==> src/rtl/nibble_sequencer.sv <==
// nibble_sequencer: streams a wide add/sub through a 4-bit arithmetic unit, LSB nibble first.
// Optional result saturation on signed overflow when NIBBLE_SEQ_SAT_EN is defined.
module nibble_sequencer #(
    parameter int NIBBLES = 4
) (
    input  logic                 clk,
    input  logic                 rst_n,
    input  logic                 start_valid,
    output logic                 start_ready,
    input  logic                 op,
    input  logic [4*NIBBLES-1:0] operandA,
    input  logic [4*NIBBLES-1:0] operandB,
    input  logic                 carryIn,
    output logic [1:0]           opCode,
    output logic [3:0]           A,
    output logic [3:0]           B,
    output logic                 CarryIN,
    input  logic [3:0]           add_Y,
    input  logic [3:0]           sub_Y,
    input  logic                 CarryOUT,
    input  logic                 overflow,
    output logic [4*NIBBLES-1:0] result,
    output logic                 resultCarry,
    output logic                 resultOverflow,
    output logic                 resultZero,
    output logic                 result_valid,
    input  logic                 result_ready
);
    localparam int W  = 4 * NIBBLES;
    localparam int IW = $clog2(NIBBLES);

    typedef enum logic [1:0] {IDLE, RUN, DONE} state_t;

    state_t          state, nextState;
    logic [W-1:0]    opA, opB, assembled, finalRes;
    logic [IW-1:0]   idx;
    logic            isSub, cy, lastNibble, ovfNow;

    always_ff @(posedge clk or negedge rst_n)
        if (!rst_n) state <= IDLE;
        else        state <= nextState;

    always_comb begin
        nextState = state;
        if (state == IDLE && start_valid)       nextState = RUN;
        else if (state == RUN && lastNibble)    nextState = DONE;
        else if (state == DONE && result_ready) nextState = IDLE;
    end

    always_comb begin
        start_ready  = state == IDLE;
        result_valid = state == DONE;
        opCode       = state == RUN ? (isSub ? 2'b10 : 2'b01) : 2'b00;
        A            = state == RUN ? opA[4*idx +: 4] : 4'h0;
        B            = state == RUN ? opB[4*idx +: 4] : 4'h0;
        CarryIN      = state == RUN ? cy : 1'b0;
    end

    assign lastNibble = idx == IW'(NIBBLES - 1);
    // Subtract overflow is derived here because the unit only reports it for add.
    assign ovfNow = isSub ? (A[3] != B[3]) && (sub_Y[3] != A[3]) : overflow;

    always_comb begin
        assembled              = result;
        assembled[4*idx +: 4]  = add_Y | sub_Y;
    end

`ifdef NIBBLE_SEQ_SAT_EN
    assign finalRes = ovfNow ? (opA[W-1] ? {1'b1, {(W-1){1'b0}}} : {1'b0, {(W-1){1'b1}}}) : assembled;
`else
    assign finalRes = assembled;
`endif

    always_ff @(posedge clk or negedge rst_n) begin
        if (!rst_n) begin
            opA            <= '0;
            opB            <= '0;
            isSub          <= 1'b0;
            idx            <= '0;
            cy             <= 1'b0;
            result         <= '0;
            resultCarry    <= 1'b0;
            resultOverflow <= 1'b0;
            resultZero     <= 1'b0;
        end else if (state == IDLE && start_valid) begin
            opA   <= operandA;
            opB   <= operandB;
            isSub <= op;
            idx   <= '0;
            cy    <= carryIn;
        end else if (state == RUN) begin
            idx    <= idx + 1'b1;
            cy     <= CarryOUT;
            result <= lastNibble ? finalRes : assembled;
            if (lastNibble) begin
                resultCarry    <= CarryOUT;
                resultOverflow <= ovfNow;
                resultZero     <= finalRes == '0;
            end
        end
    end
endmodule

==> config.mk <==
export PLATFORM = sky130hd
export DESIGN_NAME = nibble_sequencer
export DESIGN_NICKNAME = d
export VERILOG_FILES = /design/src/rtl/nibble_sequencer.sv
export SDC_FILE = /design/constraint.sdc
export NUM_CORES = 1
export LEC_CHECK = 0
export ABC_AREA = 1
export CAP_MARGIN = 20
export CORE_AREA = 8 8 108 110
export CTS_CLUSTER_DIAMETER = 60
export DETAILED_ROUTE_END_ITERATION = 10
export DIE_AREA = 0 0 116 118
export DONT_BUFFER_PORTS = 1
export GPL_ROUTABILITY_DRIVEN = 0
export PLACE_DENSITY = 0.48
export SLEW_MARGIN = 30
export SYNTH_ARGS = -nofsm -noshare
export SYNTH_HDL_FRONTEND = slang
export SYNTH_SLANG_ARGS = --single-unit
==> constraint.sdc <==
create_clock -name clk -period 3.38 [get_ports clk]
set_input_delay 0.676 -clock clk [delete_from_list [all_inputs] [get_ports clk]]
set_output_delay 0.676 -clock clk [all_outputs]
set_load 0.02 [all_outputs]
==> results of run 1 <==
==> critical path, cell delays in order (launching register included) <==
cell,delay (ps)
dfrtp_1,450
buf_4,240
inv_2,310
o21ai_0,150
a21oi_1,460
==> cell families (layout without fill, tap and decap cells) <==
group,Yosys count,after routing,synth area share
adders and majority gates,5,5,0.02132
AOI/OAI and AO/OA,45,45,0.08529
buffers and inverters,49,51,0.07762
and+or+nand+nor,242,242,0.3296
DFF,57,57,0.4861
==> layout make-up <==
cell class,instances,area (um2)
Timing Repair Buffer,2,15.01
Clock inverter,3,17.52
Clock buffer,12,145.1
Fill cell,1127,6818
Sequential cell,57,1426
Tap cell,136,170.2
Inverter,34,127.6
Multi-Input combinational cell,292,1280
==> power by group through the flow <==
stage | sequential, mW | combinational [mW] | clock, mW
2_1_floorplan | 0.695 | 0.00889 | 0
3_3_place_gp | 0.695 | 0.0128 | 0
3_5_place_dp | 0.695 | 0.0126 | 0
4_1_cts | 0.682 | 0.0126 | 0.575
5_1_grt | 0.681 | 0.0150 | 0.609
6_report | 0.682 | 0.0123 | 0.548
==> routing by layer <==
layer / part of all wire / vias up / global-route usage
li1: - / 1224 / -
met1: 0.45 / 1101 / 0.1528
met2: 0.47 / 63 / 0.2010
met3: 0.077 / 6 / 0.04669
met4: 0.0045 / 0 / 0.03163
met5: 0 / - / 0
==> sequential cells by signal, summed over array words and instances (netlist names) <==
name	flops
isSub	1
cy	1
resultCarry	1
opB	16
result	16
state	2
resultZero	1
idx	2
resultOverflow	1
opA	16
==> through the flow <==
step	util	setup WS, ps	total power [mW]	area [um2]
floorplan	-	1408	0.7039	2934
global placement	0.3019	1091	0.7078	3019
detailed placement	0.3019	1058	0.7075	3019
CTS	0.3182	682.7	1.270	3182
global route	0.3182	569.9	1.305	3182
finish	0.3182	761.3	1.243	3182
==> cells in the mapped netlist, types with 4 or more instances <==
| cell | count | area share |
|---|---|---|
| nand2_1 | 148 | 0.19 |
| nor2_1 | 77 | 0.099 |
| dfrtp_1 | 57 | 0.49 |
| inv_1 | 27 | 0.035 |
| o21ai_0 | 20 | 0.034 |
| nand3_1 | 10 | 0.017 |
| o21ai_1 | 9 | 0.015 |
| buf_2 | 8 | 0.014 |
| inv_2 | 7 | 0.0090 |
| a21oi_1 | 6 | 0.010 |
| buf_4 | 5 | 0.013 |
| ha_1 | 5 | 0.021 |
| a22o_1 | 4 | 0.012 |
| a31oi_1 | 4 | 0.0085 |
==> final timing paths <==
| kind | start | endpoint | slack (ps) |
|---|---|---|---|
| min in group clk | operandA[14] | opA[14]$_DFFE_PN0P_ | 450 |
| min | rst_n | opB[12]$_DFFE_PN0P_ | 40 |
| max reg2reg | idx[0]$_DFFE_PN0P_ | resultZero$_DFFE_PN0P_ | 1170 |
| min reg2reg | opB[15]$_DFFE_PN0P_ | opB[15]$_DFFE_PN0P_ | 480 |
| max | idx[0]$_DFFE_PN0P_ | A[1] | 760 |
| max in group asynchronous | rst_n | result[14]$_DFFE_PN0P_ | 3220 |
==> cells in the final DEF, fill, tap and decap left out, types with 2 or more instances in the layout <==
cell / n
a21oi_1: 6
clkinv_2: 2
inv_1: 27
nand2_1: 148
buf_4: 2
o21ai_1: 9
nor2_2: 2
clkbuf_8: 10
ha_1: 5
nor2_1: 77
o21ai_0: 20
a31oi_1: 4
clkbuf_1: 2
a22o_1: 4
nand3_1: 10
dfrtp_1: 57
inv_2: 7
==> results.yml, run 1 <==
placed_design:
  dp_hpwl_um: 5729
  portBuffers: 0
  placedCellCount: 521
sta:
  fin_crit_sh: 0.7748
  tightestPinTransition_ps: 629.0
  maxSlewHeadroom: 0.5801
  report.final.slew_viol_count: 0
  max_freq_ghz: 0.3819
  holdWs_ps: 37.22
  clock_skew_ps: 8.282
  rsz0062_at_grt: "false"
  fin_crit_ps: 2619
  finalHoldViolCount: 0
  fin_tns_setup_ps: 0
  setup_viol: 0
routing:
  drt_drc_violations_left: 0
  post_drt_wl_per_cell_um: 14.79
  num_vias: 2394
  drt_wl_total_um: 7930
  first_pass_iters: 4
  via_per_inst: 4.466
  ant_nets: 0
  drtIter0Drc: 95
setup_path:
  cp_max_fo: 22
  end_kind: "output port"
  arrival_ps: 1940
  r2r.worst_path.cells: 13
  setup.worst_path.class: "reg -> out"
  worst-endpoint-required_ps: 2700
  cp-start-kind: "register"
power_and_ir_drop:
  irDropWorstVdd_v: 0.0002105
  pwr-share-seq: 0.549
  internal_power_mw: 0.9655
  switching_power_mw: 0.2774
  power.share.clock: 0.441
  combPwrFrac: 0.010
  powerDensity_nw_per_um2: 390.6
  p_leak_nw: 1.703
  switching_share: 0.2232
yosys:
  synth_area_per_cell_um2: 7.372
  synth_fp_nets: 451
  synth_edf_count: 0
  yosys_warnings: 0
  yosysUniqueCellTypes: 23
  syn_inst: 398
  async_flop_share: 1.000
  syn_area_um2: 2934
  ys_ff_latch: 57
  synth_ff_type: "dfrtp_1"
  seq_area_frac_synth: 0.4861
grt:
  grt_use_total: 0.1251
  grt_max_degree: 58
  antenna_found_initial: 0
  grt_pass1_wl_um: 13390
  grt_pass1_vias: 2573
  grt-ovfl-total: 0
clocking:
  cts_made_buffers: 9
  cts-root-buf: "clkbuf_8"
  clockBufferDepth: 2
  clkLatencyLatePin_ps: 330
  h-tree-depth: 3
  postCtsHoldBufs: 0
  cts_num_sinks: 57
  ctsResizeCount: 0
  postCtsSetupBuffers: 0
  path_clk_slew_ps: 70
  cts_tree: "built"
final_layout:
  diodes: 0
  drive_gt1_frac: 0.07000
  final_nets: 449
  area_growth_pct: 8.443
  stdcell_count: 536
hold_path:
  min_path_type: "in -> async"
die:
  start_util: 0.2934
  die_y_um: 118
  ios: 80
  die_area_um2: 13690
  design.core.area_um2: 10000
  row_count: 37
  die_w_um: 116
run_status:
  status: "finished clean"
flow_run:
  drv_cap: 0
(Power assumes the default switching activity.)
==> run 2: changes to the inputs <==
--- a/config.mk
+++ b/config.mk
@@ -13,7 +13,7 @@
 export DIE_AREA = 0 0 116 118
 export DONT_BUFFER_PORTS = 1
 export GPL_ROUTABILITY_DRIVEN = 0
-export PLACE_DENSITY = 0.48
+export PLACE_DENSITY = 0.5
 export SLEW_MARGIN = 30
 export SYNTH_ARGS = -nofsm -noshare
 export SYNTH_HDL_FRONTEND = slang
==> constraint.sdc (replaced) <==
create_clock -name clk -period 2.18 [get_ports clk]
set_input_delay 0.436 -clock clk [delete_from_list [all_inputs] [get_ports clk]]
set_output_delay 0.436 -clock clk [all_outputs]
set_load 0.02 [all_outputs]
==> results.yml, run 2 (same netlist as run 1, synthesis figures left out) <==
run_status:
  status: "finished clean"
die:
  ios: 80
  die_y_um: 118
  row_count: 37
  die_area_um2: 13690
  start_util: 0.2934
  die_w_um: 116
  design.core.area_um2: 10000
sta:
  finalHoldViolCount: 0
  clock_skew_ps: 5.932
  fin_crit_sh: 0.9301
  maxSlewHeadroom: 0.6920
  fin_tns_setup_ps: 0
  tightestPinTransition_ps: 461.4
  fin_crit_ps: 2028
  max_freq_ghz: 0.4932
  setup_viol: 0
  holdWs_ps: 211.3
  rsz0062_at_grt: "false"
  report.final.slew_viol_count: 0
clocking:
  cts_made_buffers: 9
  h-tree-depth: 3
  path_clk_slew_ps: 70
  cts-root-buf: "clkbuf_8"
  clkLatencyLatePin_ps: 330
  cts_num_sinks: 57
  cts_tree: "built"
  clockBufferDepth: 2
routing:
  num_vias: 2498
  via_per_inst: 4.534
  drtIter0Drc: 112
  drt_drc_violations_left: 0
  first_pass_iters: 4
  post_drt_wl_per_cell_um: 14.55
  ant_nets: 0
  drt_wl_total_um: 8016
power_and_ir_drop:
  internal_power_mw: 1.923
  switching_share: 0.1925
  p_leak_nw: 1.832
  power.share.clock: 0.536
  switching_power_mw: 0.4585
  irDropWorstVdd_v: 0.0002745
  combPwrFrac: 0.020
  pwr-share-seq: 0.444
  powerDensity_nw_per_um2: 696.6
grt:
  grt_pass1_vias: 2569
  grt_pass1_wl_um: 12810
  grt_max_degree: 58
  antenna_found_initial: 0
  grt-ovfl-total: 0
  grt_use_total: 0.1207
setup_path:
  setup.worst_path.class: "reg -> out"
  arrival_ps: 1590
  critPathLaunch: "state[0]$_DFFE_PN0P_"
  r2r-start: "idx[1]$_DFFE_PN0P_"
  r2r_slack_ps: 400
  worst-endpoint-required_ps: 1740
  endpoint: "CarryIN"
  r2r.worst_path.cells: 10
  reg2reg_to: "resultZero$_DFFE_PN0P_"
  cp-start-kind: "register"
  end_kind: "output port"
  cp_max_fo: 27
placed_design:
  dp_hpwl_um: 5799
  portBuffers: 0
hold_path:
  holdCritStartpoint: "operandB[5]"
  min_path_type: "in -> reg"
flow_run:
  drv_cap: 0
final_layout:
  area_growth_pct: 16.50
  reg_top3: "opA: 16 flops, opB: 16 flops, result: 16 flops"
  final_nets: 463
  diodes: 0
  layout_commonest_cell: "nand2_1"
  layout_common_cells: "nand2_1 (148), nor2_1 (77), dfrtp_1 (56)"
  drive_gt1_frac: 0.1084
==> run 2: area by class of cell <==
class	instances	area, um2
Multi-Input combinational cell	292	1280
Sequential cell	57	1428
Timing Repair Buffer	16	150.1
Tap cell	136	170.2
Inverter	34	127.6
Fill cell	1113	6581
Clock inverter	4	97.59
Clock buffer	12	165.2
==> run 2: worst max-delay path, stage by stage (launching register included) <==
cell     delay, ps
dfrtp_1        430
inv_2          120
nor2_8          40
inv_2          350
nor2_1         130
buf_4          190
==> run 2: metal layers <==
layer  up-vias  part of all wire  GRT usage
met5         -                 0          0
met4         0             0.016    0.03569
met3        12             0.080    0.05233
met2        82              0.46     0.1916
met1      1150              0.44     0.1432
li1       1254                 -          -
==> run 2: what timing repair did <==
item,CTS,global route
endpoints found under the setup margin,0,8
endpoints found under the hold margin,57,0
resized for setup,0,3
hold buffers,2,0
buffers inserted,0,0
==> run 2: how the worst min path moves through the flow <==
| stage | depth (start not counted) | endpoint | slack, ps |
|---|---|---|---|
| after floorplan | 0 | cy$_DFFE_PN0P_ | 140 |
| after global placement | 0 | result[1]$_DFFE_PN0P_ | 140 |
| after detailed placement | 0 | result[5]$_DFFE_PN0P_ | 140 |
| after CTS | 2 | opB[4]$_DFFE_PN0P_ | 190 |
| after global routing | 2 | opA[13]$_DFFE_PN0P_ | 200 |
| final | 2 | opB[5]$_DFFE_PN0P_ | 210 |
==> run 2: metrics by stage <==
step           instance area (um2)  cells  utilization  power (mW)  setup slack [ps]
4_1_cts                       3410    551       0.3410       2.424             1.026
6_report                      3418    551       0.3418       2.381             152.4
3_5_place_dp                  3109    533       0.3109       1.097             380.0
5_1_grt                       3418    551       0.3418       2.469             26.30
2_1_floorplan                 2934    398            -       1.091             363.5
3_3_place_gp                  3109    533       0.3109       1.097             405.3
==> run 2: power by group through the flow <==
stage	clock network, mW	logic (mW)	registers, mW
2_1_floorplan	0	0.0138	1.08
3_3_place_gp	0	0.0197	1.08
3_5_place_dp	0	0.0196	1.08
4_1_cts	1.32	0.0496	1.06
5_1_grt	1.36	0.0546	1.06
6_report	1.28	0.0468	1.06
